==> src/rtl/mem_arbiter.sv <==
// Round-robin arbiter sharing one unified memory between the CPU and a DMA/loader port,
// with a programmable number of access cycles per transfer and a one-cycle ready pulse.
module mem_arbiter #(
    parameter int AW          = 32,
    parameter int DW          = 32,
    parameter int WAIT_CYCLES = 1
) (
    input  logic          clk,
    input  logic          reset,

    input  logic          cpu_req,
    input  logic          cpu_we,
    input  logic [AW-1:0] cpu_addr,
    input  logic [DW-1:0] cpu_wdata,
    output logic [DW-1:0] cpu_rdata,
    output logic          cpu_ready,

    input  logic          dma_req,
    input  logic          dma_we,
    input  logic [AW-1:0] dma_addr,
    input  logic [DW-1:0] dma_wdata,
    output logic [DW-1:0] dma_rdata,
    output logic          dma_ready,

    output logic          mem_en,
    output logic          mem_we,
    output logic [AW-1:0] mem_addr,
    output logic [DW-1:0] mem_wdata,
    input  logic [DW-1:0] mem_rdata,

    output logic          busy,
    output logic          grant_dma
);

    typedef enum logic [1:0] {
        IDLE   = 2'd0,
        ACCESS = 2'd1,
        DONE   = 2'd2
    } state_t;

    localparam logic [3:0] LAST_CNT = 4'(WAIT_CYCLES - 1);

    state_t          state_q, state_d;
    logic [3:0]      cnt_q, cnt_d;
    logic            lastDma_q, lastDma_d;
    logic            ownerDma_q, ownerDma_d;
    logic            we_q, we_d;
    logic [AW-1:0]   addr_q, addr_d;
    logic [DW-1:0]   wdata_q, wdata_d;
    logic [DW-1:0]   rdata_q, rdata_d;

    logic            anyReq;
    logic            pickDma;

    // On a tie the port that was not served last wins, so neither requester starves.
    always_comb begin
        anyReq  = cpu_req | dma_req;
        pickDma = dma_req;
        if (cpu_req && dma_req) begin
            pickDma = ~lastDma_q;
        end
    end

    always_ff @(posedge clk or negedge reset) begin
        if (!reset) begin
            state_q    <= IDLE;
            cnt_q      <= '0;
            lastDma_q  <= 1'b1;
            ownerDma_q <= 1'b0;
            we_q       <= 1'b0;
            addr_q     <= '0;
            wdata_q    <= '0;
            rdata_q    <= '0;
        end else begin
            state_q    <= state_d;
            cnt_q      <= cnt_d;
            lastDma_q  <= lastDma_d;
            ownerDma_q <= ownerDma_d;
            we_q       <= we_d;
            addr_q     <= addr_d;
            wdata_q    <= wdata_d;
            rdata_q    <= rdata_d;
        end
    end

    always_comb begin
        state_d    = state_q;
        cnt_d      = cnt_q;
        lastDma_d  = lastDma_q;
        ownerDma_d = ownerDma_q;
        we_d       = we_q;
        addr_d     = addr_q;
        wdata_d    = wdata_q;
        rdata_d    = rdata_q;

        case (state_q)
            IDLE: begin
                if (anyReq) begin
                    state_d    = ACCESS;
                    cnt_d      = '0;
                    ownerDma_d = pickDma;
                    we_d       = pickDma ? dma_we    : cpu_we;
                    addr_d     = pickDma ? dma_addr  : cpu_addr;
                    wdata_d    = pickDma ? dma_wdata : cpu_wdata;
                end
            end
            ACCESS: begin
                cnt_d = cnt_q + 4'd1;
                // Memory read data is only guaranteed valid in the final access cycle.
                if (cnt_q == LAST_CNT) begin
                    state_d   = DONE;
                    lastDma_d = ownerDma_q;
                    if (!we_q) begin
                        rdata_d = mem_rdata;
                    end
                end
            end
            DONE: begin
                state_d = IDLE;
            end
            default: begin
                state_d = IDLE;
            end
        endcase
    end

    // All outputs decode registered state, so reset clears them without waiting for a clock.
    assign mem_en    = (state_q == ACCESS);
    assign mem_we    = mem_en & we_q;
    assign mem_addr  = addr_q;
    assign mem_wdata = wdata_q;

    assign busy      = (state_q != IDLE);
    assign grant_dma = ownerDma_q;
    assign cpu_ready = (state_q == DONE) & ~ownerDma_q;
    assign dma_ready = (state_q == DONE) &  ownerDma_q;
    assign cpu_rdata = rdata_q;
    assign dma_rdata = rdata_q;

endmodule

==> config.mk <==
export PLATFORM = sky130hd
export DESIGN_NAME = mem_arbiter
export DESIGN_NICKNAME = d
export VERILOG_FILES = /design/src/rtl/mem_arbiter.sv
export SDC_FILE = /design/constraint.sdc
export NUM_CORES = 1
export LEC_CHECK = 0
export ABC_AREA = 0
export BUFFER_PORTS_ARGS = -buffer_cell sky130_fd_sc_hd__buf_2
export CORE_AREA = 2 2 117 119
export DETAILED_ROUTE_END_ITERATION = 10
export DIE_AREA = 0 0 119 121
export GPL_TIMING_DRIVEN = 0
export PLACE_DENSITY = 0.77
export SLEW_MARGIN = 20
export SYNTH_ARGS = -nofsm -noshare
export SYNTH_HDL_FRONTEND = slang
export SYNTH_SLANG_ARGS = --single-unit
==> constraint.sdc <==
create_clock -name clk -period 2.6 [get_ports clk]
set_input_delay 0.13 -clock clk [delete_from_list [all_inputs] [get_ports clk]]
set_output_delay 0.13 -clock clk [all_outputs]
set_load 0.05 [all_outputs]
==> results.rst <==
.. list-table::
   :header-rows: 1

   * - Metric
     - Value
   * - R2r startpoint
     - cnt_q[0]
   * - Required time at the worst-slack endpoint
     - 2.83 ns
   * - Result of the run
     - complete, no violations
   * - Via density per instance
     - 4.594
   * - ANT cells
     - 0
   * - Final Max Slew Viols
     - 0
   * - #FFs+latches synth
     - 105
   * - Area grow syn2layout
     - 40.18%
   * - Net count of the finished layout
     - 830
   * - Post-CTS clock slew at the launch and capture registers of the worst setup and hold paths
     - 0.07 ns
   * - Number of enable-type register cells in the synthesized netlist
     - 0
   * - Setup-failing EPs final
     - 0
   * - Overflow left after global routing
     - 0
   * - Average footprint of a synthesized cell
     - 14.46 sq um
   * - Number of cells on the worst reg-to-reg path
     - 6
   * - CTS Root Buffer Type
     - clkbuf_16
   * - Routed length on met2
     - 6.671 mm
   * - Final instance count without filler cells
     - 843
   * - Maximum root-to-sink buffer count
     - 2
   * - Die outline area
     - 0.01440 sq mm
   * - Clock latency on the worst-skew pair
     - 0.35 ns
   * - Area after detailed placement
     - 0.006810 sq mm
   * - RR Endpoint
     - cpu_rdata[21]
   * - Finished Core Util
     - 0.5421
   * - Top fanout value on the critical path
     - 10
   * - Crit-path cells
     - inv_1 > ha_1 > or3b_4 > nor3_4 > buf_6 > mux2_2
   * - Arrival time worst endpoint
     - 2.25 ns
   * - Mapped Nets
     - 518
   * - Top layer used by detailed routing
     - met4
   * - Worst-case clock skew
     - 0.008362 ns
   * - First-pass GRT wire length
     - 20.00 mm
   * - Worst path max stage delay
     - 0.42 ns
   * - Effective utilization at floorplan
     - 0.3867
   * - Synthesized cell area
     - 0.005060 sq mm
   * - Critical Path End Type
     - flop
   * - Max Clock Freq
     - 495.7 MHz
   * - Number of filler instances in the final layout
     - 1113
   * - Portion of the post-synthesis area used by sequential elements
     - 0.5195
   * - Buf+Inv Stages, Crit Path
     - 2
   * - Average detailed-routed wire length per instance
     - 14.98 um
   * - Start-to-end type of the worst setup path
     - flop to flop
   * - Library cell with the largest summed area after synthesis
     - dfrtp_1
   * - Remaining routing DRC violations
     - 0
   * - Fraction of post-synthesis cell area in the top cell type by area
     - 0.5143
   * - Overall global routing resource usage
     - 0.1754
   * - TritonCTS clock tree
     - yes
   * - Total number of yosys warnings
     - 0
   * - Hold Crit Class
     - input port to flop
   * - Placed insts
     - 826
   * - Die extent in x
     - 119 um
   * - Total Routed Length
     - 12.63 mm
   * - Pin count of the biggest net entering global routing
     - 59
   * - Number of nets with antenna violations after routing
     - 0
   * - Tcrit/Tclk final
     - 0.7759
   * - M1 WL
     - 4.908 mm
   * - Slew margin rel.
     - 0.6972
   * - Starting DRT DRC Count
     - 88
   * - Kind of launch point of the worst setup path
     - flop
   * - Highest-delay cell along the critical path
     - dfrtp_1
   * - Cell area after layout
     - 0.007093 sq mm
   * - Most frequent cells after synthesis
     - mux2_2 (161), dfrtp_1 (104), buf_4 (34)
   * - Max capacitance violation total
     - 0
   * - Final hold violations
     - 0
   * - Most frequent cell after synthesis
     - mux2_2
   * - Clock sinks
     - 105
   * - DR vias
     - 3873
   * - Antenna violations before repair
     - 0
   * - Setup repair after global routing missed its margin
     - false
   * - Post-route minimum period
     - 2.017 ns
   * - Ranking of synthesized cells by area
     - dfrtp_1 (51%), mux2_2 (36%), buf_4 (5.0%), buf_6 (1.8%), buf_2 (0.79%)
   * - Sum of net half-perimeters after detailed placement
     - 10.04 mm
   * - Cell family with the largest share of critical-path delay
     - simple AND/OR/NAND/NOR gates
   * - Routability Congestion
     - 0.7901
   * - Number of buffers added on ports
     - 299
   * - Hold Path Stages
     - 2
   * - Share of synthesized flip-flops with an asynchronous set or reset
     - 1.000
   * - H-Tree Level Count
     - 3
   * - Number of optimization iterations in the first detailed-route pass
     - 4
   * - Met3 wire length
     - 782 um
   * - Rows
     - 42
   * - Post-Syn Instances
     - 350
   * - Sum Neg Setup Slack
     - 0 ns
   * - Most frequently used flop master after synthesis
     - dfrtp_1
   * - Via count of the first global-routing pass
     - 4110
   * - Number of buffers created by CTS
     - 9
   * - Die span in y
     - 121 um
   * - Hold path startpoint
     - mem_rdata[31]
   * - I/O pin count
     - 300
   * - Share of layout cells above drive strength 1
     - 0.7961
   * - Floorplan Core Area
     - 0.01309 sq mm
   * - Count of cells resized by post-cts repair
     - 0
   * - Hold-critical path endpoint
     - cpu_rdata[31]
   * - Setup slack on the worst flop-to-flop path
     - 0.58 ns
   * - Yosys cell types
     - 26
   * - Tightest Pin Transition
     - 0.4542 ns
## metrics by stage
step | hold WS, ns | setup WS (ns)
3_5_place_dp | 0.09714 | 0.6001
5_1_grt | 0.007042 | 0.4761
2_1_floorplan | -0.1656 | 0.6704
6_report | 0.01016 | 0.5827
3_3_place_gp | 0.3567 | 0.3247
4_1_cts | 0.001197 | 0.5753
## logic make-up after synthesis
group                    after synthesis  synth area share
AO/OA/AOI/OAI                          7          0.009894
XOR/XNOR                               2          0.003463
adder cells (fa/ha/maj)                2          0.004945
buffers and inverters                 54           0.07913
flip-flops                           105            0.5195
multiplexers                         163            0.3628
AND/OR/NAND/NOR                       17           0.02028
## per-layer routing
layer / vias up / track usage
li1: 1826 / -
met1: 1867 / 0.2021
met2: 158 / 0.3172
met3: 22 / 0.03900
met4: 0 / 0.06771
met5: - / 0
## cell usage in the layout, fill, tap and decap left out
| cell type | n |
|---|---|
| buf_2 | 306 |
| mux2_2 | 161 |
| dfrtp_1 | 104 |
| buf_4 | 34 |
| buf_6 | 9 |
| clkbuf_16 | 9 |
| nand2_1 | 6 |
| inv_1 | 4 |
| nor2_1 | 3 |
| clkinv_2 | 3 |
| mux2_1 | 2 |
| o21ai_0 | 2 |
| xor2_1 | 2 |
| ha_1 | 2 |
| clkinvlp_4 | 2 |
| clkinv_4 | 2 |
| nand2b_1 | 1 |
| and2_1 | 1 |
| nor3b_1 | 1 |
| and3b_1 | 1 |
| a21bo_2 | 1 |
| o21a_1 | 1 |
| or3b_4 | 1 |
| nor3_4 | 1 |
| o31ai_1 | 1 |
| nand3b_1 | 1 |
| nand3_1 | 1 |
| o22ai_1 | 1 |
| o2bb2ai_1 | 1 |
| dlygate4sd3_1 | 1 |
| dfstp_2 | 1 |
| buf_16 | 1 |
## how the worst max path moves through the flow
stage	startpoint	end	slack, ns	cells past startpoint
2_1_floorplan	grant_dma	cpu_ready	0.67	1
6_report	cnt_q[0]	cpu_rdata[21]	0.58	6
5_1_grt	cnt_q[0]	cpu_rdata[28]	0.48	6
3_3_place_gp	reset	cpu_rdata[13]	0.32	1
3_5_place_dp	cnt_q[0]	cpu_rdata[29]	0.60	6
4_1_cts	cnt_q[0]	cpu_rdata[29]	0.58	6
## flip-flops by register name, summed over array words and instances, names as in the netlist
signal,cells
cnt_q,4
mem_wdata,32
cpu_rdata,32
we_q,1
lastDma_q,1
state_q,2
mem_addr,32
grant_dma,1
## cell type report
cell class | instances | area [sq um] | area share
plain buffers | 50 | 385.4 | 0.05433
clock buffers | 9 | 225.2 | 0.03175
clock inverters | 7 | 47.55 | 0.006703
inverters | 4 | 15.01 | 0.002117
multi-input cells | 191 | 2031 | 0.2863
flip-flops and latches | 105 | 2629 | 0.3706
well taps | 176 | 220.2 | 0.03105
repair buffers | 301 | 1540 | 0.2171
## what timing repair did
action / CTS / global route
setup buffers: 0 / 0
hold buffers: 1 / 0
endpoints found under the hold margin: 47 / 0
Power is left out: the tool's default activity adds up to more than one toggle a clock period on the data nets, which glitch-free logic cannot reach.
